==> src/rtl/fetch_stage_pkg.sv <==
// Shared constants and types for the P6 fetch stage.
// Holds reset/fetch-window defaults, the nop word, exception codes,
// the PC increment and the jal/jalr link offset.
package fetch_stage_pkg;

  // Default fetch window and reset vector
  localparam logic [31:0] RESET_PC_DEF = 32'h0000_3000;
  localparam logic [31:0] IM_BASE_DEF  = 32'h0000_3000;
  localparam logic [31:0] IM_LAST_DEF  = 32'h0000_6FFC;

  // Bubble inserted into IF/ID
  localparam logic [31:0] NOP_WORD = 32'h0000_0000;

  // Sequential fetch step and link value offset (PC of delay slot + 4)
  localparam logic [31:0] PC_INC   = 32'd4;
  localparam logic [31:0] LINK_OFS = 32'd8;

  // Exception codes carried down the pipe
  localparam logic [4:0] EXC_NONE = 5'd0;
  localparam logic [4:0] EXC_ADEL = 5'd4;

  // IF/ID pipeline register contents
  typedef struct packed {
    logic [31:0] instr;
    logic [31:0] pc;
    logic [4:0]  exc;
  } ifid_t;

  // Address-error-on-load check for a fetch address: misaligned or
  // outside the instruction memory window [base, last].
  function automatic logic fetch_addr_bad(input logic [31:0] pc,
                                          input logic [31:0] base,
                                          input logic [31:0] last);
    return (pc[1:0] != 2'b00) || (pc < base) || (pc > last);
  endfunction

endpackage

==> src/rtl/fetch_stage_f_pc.sv <==
// Program counter register and next-PC mux.
// Stall freezes the PC; otherwise a D-stage redirect wins over the
// sequential +4 step. The target is used as-is, even when misaligned.
module f_pc
  import fetch_stage_pkg::*;
#(
  parameter logic [31:0] RESET_PC = RESET_PC_DEF
) (
  input  logic        clk,
  input  logic        reset,
  input  logic        stall,
  input  logic        npc_sel,
  input  logic [31:0] npc_target,
  output logic [31:0] F_pc
);

  logic [31:0] pc_q, pc_d;

  // Next-PC selection: hold on stall, else redirect, else +4 (wraps)
  always_comb begin
    pc_d = pc_q;
    if (!stall) begin
      if (npc_sel) pc_d = npc_target;
      else         pc_d = pc_q + PC_INC;
    end
  end

  // PC register; reset beats every other control
  always_ff @(posedge clk) begin
    if (reset) pc_q <= RESET_PC;
    else       pc_q <= pc_d;
  end

  assign F_pc = pc_q;

endmodule

==> src/rtl/fetch_stage.sv <==
// Instruction fetch stage with IF/ID pipeline register.
// Drives the instruction memory address from the PC and captures the
// returned word with its PC one cycle later. Redirects from D only move
// the PC, so the word fetched in the redirect cycle (delay slot) still
// enters D. Optional macro FETCH_ADEL_EN adds the fetch address check:
// an illegal fetch enters D as a nop tagged with ADEL.
module fetch_stage
  import fetch_stage_pkg::*;
#(
  parameter logic [31:0] RESET_PC = RESET_PC_DEF,
  parameter logic [31:0] IM_BASE  = IM_BASE_DEF,
  parameter logic [31:0] IM_LAST  = IM_LAST_DEF
) (
  input  logic        clk,
  input  logic        reset,
  output logic [31:0] i_inst_addr,
  input  logic [31:0] i_inst_rdata,
  input  logic        stall,
  input  logic        flush,
  input  logic        npc_sel,
  input  logic [31:0] npc_target,
  output logic [31:0] F_pc,
  output logic [31:0] D_instr,
  output logic [31:0] D_pc,
  output logic [31:0] D_pc8,
  output logic [4:0]  D_exc
);

  logic [31:0] pc;
  logic [4:0]  fetch_exc;
  logic [31:0] fetch_instr;
  ifid_t       ifid_q, ifid_d;

  f_pc #(
    .RESET_PC (RESET_PC)
  ) u_f_pc (
    .clk        (clk),
    .reset      (reset),
    .stall      (stall),
    .npc_sel    (npc_sel),
    .npc_target (npc_target),
    .F_pc       (pc)
  );

  // Memory is always addressed by the current PC, even for a bad fetch
  assign i_inst_addr = pc;
  assign F_pc        = pc;

`ifdef FETCH_ADEL_EN
  // Bad fetch: discard the memory data and tag the slot with ADEL
  always_comb begin
    fetch_exc   = EXC_NONE;
    fetch_instr = i_inst_rdata;
    if (fetch_addr_bad(pc, IM_BASE, IM_LAST)) begin
      fetch_exc   = EXC_ADEL;
      fetch_instr = NOP_WORD;
    end
  end
`else
  // Window parameters only matter when the address check is built in
  logic unused_cfg;
  assign unused_cfg = ^{IM_BASE, IM_LAST};

  // No address check: raw word captured, never an exception
  always_comb begin
    fetch_exc   = EXC_NONE;
    fetch_instr = i_inst_rdata;
  end
`endif

  // IF/ID next state: stall holds (even over flush), flush makes a bubble
  always_comb begin
    ifid_d = ifid_q;
    if (!stall) begin
      ifid_d.pc = pc;
      if (flush) begin
        ifid_d.instr = NOP_WORD;
        ifid_d.exc   = EXC_NONE;
      end else begin
        ifid_d.instr = fetch_instr;
        ifid_d.exc   = fetch_exc;
      end
    end
  end

  // IF/ID register; reset loads a nop tagged with the reset PC
  always_ff @(posedge clk) begin
    if (reset) begin
      ifid_q.instr <= NOP_WORD;
      ifid_q.pc    <= RESET_PC;
      ifid_q.exc   <= EXC_NONE;
    end else begin
      ifid_q <= ifid_d;
    end
  end

  assign D_instr = ifid_q.instr;
  assign D_pc    = ifid_q.pc;
  // Link value derived from the registered PC, valid alongside D_pc
  assign D_pc8   = ifid_q.pc + LINK_OFS;
  assign D_exc   = ifid_q.exc;

endmodule

==> config.mk <==
export PLATFORM = sky130hd
export DESIGN_NAME = fetch_stage
export DESIGN_NICKNAME = d
export VERILOG_FILES = /design/src/rtl/fetch_stage_pkg.sv /design/src/rtl/fetch_stage_f_pc.sv /design/src/rtl/fetch_stage.sv
export SDC_FILE = /design/constraint.sdc
export NUM_CORES = 1
export LEC_CHECK = 0
export ABC_AREA = 1
export CAP_MARGIN = 20
export CORE_UTILIZATION = 43
export CTS_CLUSTER_SIZE = 12
export DETAILED_ROUTE_END_ITERATION = 10
export PLACE_DENSITY = 0.81
export SYNTH_ARGS = -nofsm -noshare
export SYNTH_HDL_FRONTEND = slang
export SYNTH_HIERARCHICAL = 1
export SYNTH_SLANG_ARGS = --single-unit
==> constraint.sdc <==
create_clock -name clk -period 1.7 [get_ports clk]
set_input_delay 0.34 -clock clk [delete_from_list [all_inputs] [get_ports clk]]
set_output_delay 0.34 -clock clk [all_outputs]
set_load 0.1 [all_outputs]
Yosys cells after proc, flatten, opt, wreduce, memory -nomap -nowiden
Index checks and enable logic that the tools add are counted.
{ "classes": {"addsub": 2, "n_mux": 2} }
{ "op_table": {"columns": ["operator", "n"], "rows": [
  ["$mux 32", 2],
  ["$add 32x3->32 const B", 1],
  ["$add 32x4->32 const B", 1]
]} }
{ "word_totals": {"in_bits": 69, "reg_bits": 96, "output_inout_bits": 165, "word_cells": 7} }

Longest topological paths before layout
{ "depth": {"ltp_word": 2, "depth_mapped": 10, "ltp_nobuf": 10} }

Modules after synthesis
The synthesis kept the hierarchy.
{ "modules_own_cells": {"columns": ["mod", "area_each_um2", "seq_area_each_um2", "cells_each", "n_inst"], "rows": [
  ["fetch_stage", 3249.4, 1281.2, 477, 1],
  ["f_pc", 2173.3, 640.6, 348, 1]
]} }

Least setup slack after synthesis
Ideal clock, no wire load.
{ "synth_timing": {"path_type": "reg2out", "start": "register ifid_q, in the netlist D_pc[3]", "end": "output D_pc8[18]", "n_path_buf": 0, "required_ns": 1.360, "arrival_ns": 3.742, "setup_slack_ns": -2.382, "path_stages_with_launch": 6, "path_cell_list": "dfxtp_1 inv_1 nor2_1 nand2_2 nor2_2 xor2_1"} }
{ "synth_via": {"elab_chain_cells": 1} }
{ "synth_rtl": {"columns": ["item", "line", "rtl"], "rows": [
  ["start: declaration", "fetch_stage.sv:32", "ifid_t ifid_q, ifid_d;"],
  ["start signal: assignment", "fetch_stage.sv:93", "ifid_q <= ifid_d;"],
  ["$add 32x4->32", "fetch_stage.sv:100", "assign D_pc8 = ifid_q.pc + LINK_OFS;"],
  ["end: declaration", "fetch_stage.sv:25", "output logic [31:0] D_pc8,"]
]} }
Every way passes these cells.

Final worst setup path
{ "layout_timing": {"start": "register ifid_q, in the netlist D_pc[3]", "end": "output D_pc8[24]"} }
Same word-level chain as after synthesis.

==> flow_metrics.py <==
metrics = {
    "status": {
        "outcome": "finished with violations",
        "violations": "negative setup slack",
    },
    "sta": {
        "fin_crit_ns": 2.31,
        "rsz0062_at_grt": "yes",
        "hold_viol": 0,
        "max_freq_mhz": 432,
        "setup_tns_ns": -12.46,
        "finClkSkew_ns": 0.00682,
        "setup_viol": 27,
        "maxSlewViolCount": 0,
        "setup_slack_ns": -0.613,
        "fin_crit_sh_pct": 136,
    },
    "critical_path": {
        "path_max_fanout": 3,
        "crit_family": "simple AND/OR/NAND/NOR gates",
        "endpoint_kind": "output port",
        "start_kind": "register",
        "path_buf_inv": 3,
        "critPathMaxStageDelay_ns": 0.38,
        "cp_data_arrival_time_ns": 1.97,
        "crit_slowest_cell": "dfxtp_4",
        "crit_path_cell_trace": "buf_6, clkinvlp_4, nor2_4, nand2_2, nor2_4, nand3b_1, nand2_4, buf_12",
        "crit_top_cell": "nor2_4",
        "cp.required_ns": 1.36,
        "criticalPathCategory": "reg -> out",
    },
    "power_and_ir_drop": {
        "ir_drop_mv": 0.558,
        "leakage_uw": 0.00445,
        "power_density_nw_per_um2": 758,
    },
    "route": {
        "antenna_left": 0,
        "drc": 0,
        "wl_per_cell_um": 20.1,
        "via_count": 7049,
        "drt-initial-drc-count": 676,
        "drtPass1Iterations": 7,
        "viasPerCell": 5.59,
        "wl_um": 25400,
    },
    "global_routing": {
        "grt_max_degree": 40,
        "grt_pass1_wl_um": 35600,
        "overflow": 0,
        "grt_pass1_vias": 6833,
        "grt_usage_pct": 35.5,
        "antenna_found_initial": 0,
    },
    "clock_network": {
        "cts_tree": "built",
        "root_buffer": "clkbuf_16",
        "cts_made_buffers": 9,
        "cts_hold_buf": 0,
        "cts_max_level": 3,
        "clock-sinks": 96,
        "clkSlewWorstSetupHoldPaths_ns": 0.07,
        "ctsLongestPathBuffers": 2,
        "insertion_delay_ns": 0.36,
    },
    "finish": {
        "drive_gt1_share_pct": 40.6,
        "register_area_um2": 2040,
        "final_core_util_pct": 89.5,
        "n_antenna_cell": 0,
        "nets": 1159,
        "final_cell_mix": "nand2_1, buf_12, nor2_1",
        "layout_commonest_cell": "nand2_1",
        "syn_to_final_growth_pct": 101,
        "final_cells": 1261,
        "multiInputGateArea_um2": 3490,
        "fill_cells": 504,
    },
    "logic_synthesis": {
        "syn-cell-area_um2": 5420,
        "ys_seq_area_share_pct": 35.4,
        "synth-seq-cells": 96,
        "synth-edff-count": 0,
        "ys.flop_type": "dfxtp_1",
        "synth_cells": 825,
        "synth_warnings": 6,
        "async_reset_ff_share_pct": 0,
        "syn_area_per_cell_um2": 6.57,
        "synth_cell_types": 36,
    },
    "floorplanning": {
        "die_h_um": 114,
        "die-area_um2": 13100,
        "start_util_pct": 44.6,
        "row_count": 40,
        "die_w_um": 114,
        "core_region_area_um2": 12200,
        "ios": 234,
    },
    "place": {
        "place.gp.congestion": 0.934,
        "dp_cells": 1226,
        "place_ws_ns": -0.237,
        "hpwlAfterDp_um": 16800,
        "io_buffers": 228,
    },
    "job": {
        "cap_violations": 0,
    },
    "min_path": {
        "min_path_type": "in -> reg",
    },
}
cell usage after synthesis, drive strengths merged (5+ instances only):
library cell  count  area (um^2)
nand2           253          975
nor2            132          607
dfxtp            96         1920
a21oi            68          355
inv              53          199
buf              50          349
o21ai            50          250
nand3            43          225
clkbuf           21         78.8
xor2             17          149
nand3b            7         52.6
nor3              5         25.0
o221ai            5         43.8
xnor2             5         43.8
logic make-up after synthesis:
group	count (synthesis)	share of synthesized area, %
simple gates	447	35.6
compound gates	131	13.2
buf+inv	126	11.7
flops	96	35.4
xor+xnor	22	3.55
fa+ha+maj	2	0.461
other cells	1	0.0692
tightest hold or removal path, delay by kind of cell:
family | cells | cell delay (ns)
buffers and inverters | 2 | 0.30
AND/OR/NAND/NOR | 1 | 0.07
AO/OA/AOI/OAI | 1 | 0.06
registers in the layout, indices dropped and copies added, names as in the netlist:
name,cells
u_f_pc/F_pc,32
D_pc,32
D_instr,32
timing repair:
item,in CTS,in global routing
endpoints found under the setup margin,27,38
buffers inserted,14,13
gates resized for setup,34,44
pin swaps,15,21
hold endpoints to repair,0,0
metal layers:
metal / routed length, um / vias up / GRT usage, %
met2: 12900 / 503 / 63.5
met4: 1480 / 0 / 19.6
li1: - / 3115 / -
met3: 2000 / 139 / 6.25
met1: 9060 / 3292 / 40.0
met5: 0 / - / 0
area by class of cell:
type / count / area share [%]
repair buffers: 319 / 42.9
clock buffers: 11 / 2.14
multi-input cells: 607 / 32.1
flip-flops and latches: 96 / 18.7
well taps: 168 / 1.93
inverters: 55 / 1.93
clock inverters: 5 / 0.299
stage by stage:
stage               total power (uW)  hold WS (ns)  instance area [um^2]
floorplan                       4830         0.400                  5960
global placement                6220         0.479                 10200
global route                    8450         0.477                 10900
CTS                             8170         0.465                 10700
finish                          8250         0.467                 10900
detailed placement              6280         0.491                 10200
worst paths after layout:
path | from | to | slack (ns) | depth (start not counted)
max | D_pc[3]$_SDFFE_PP0N_ | D_pc8[24] | -0.61 | 8
min | stall | D_instr[6]$_SDFFE_PP0N_ | 0.47 | 4
max reg2reg | u_f_pc/F_pc[3]$_SDFFE_PP0N_ | u_f_pc/F_pc[24]$_SDFFE_PP0N_ | 0.02 | 10
min reg2reg | D_instr[5]$_SDFFE_PP0N_ | D_instr[5]$_SDFFE_PP0N_ | 0.51 | 2
report_power, final:
group          switching (uW)  internal (uW)
Combinational            2410           1310
Sequential                239           2390
Clock                     911            994
Total                    3560           4690
Power figures use the tool's default switching activity.
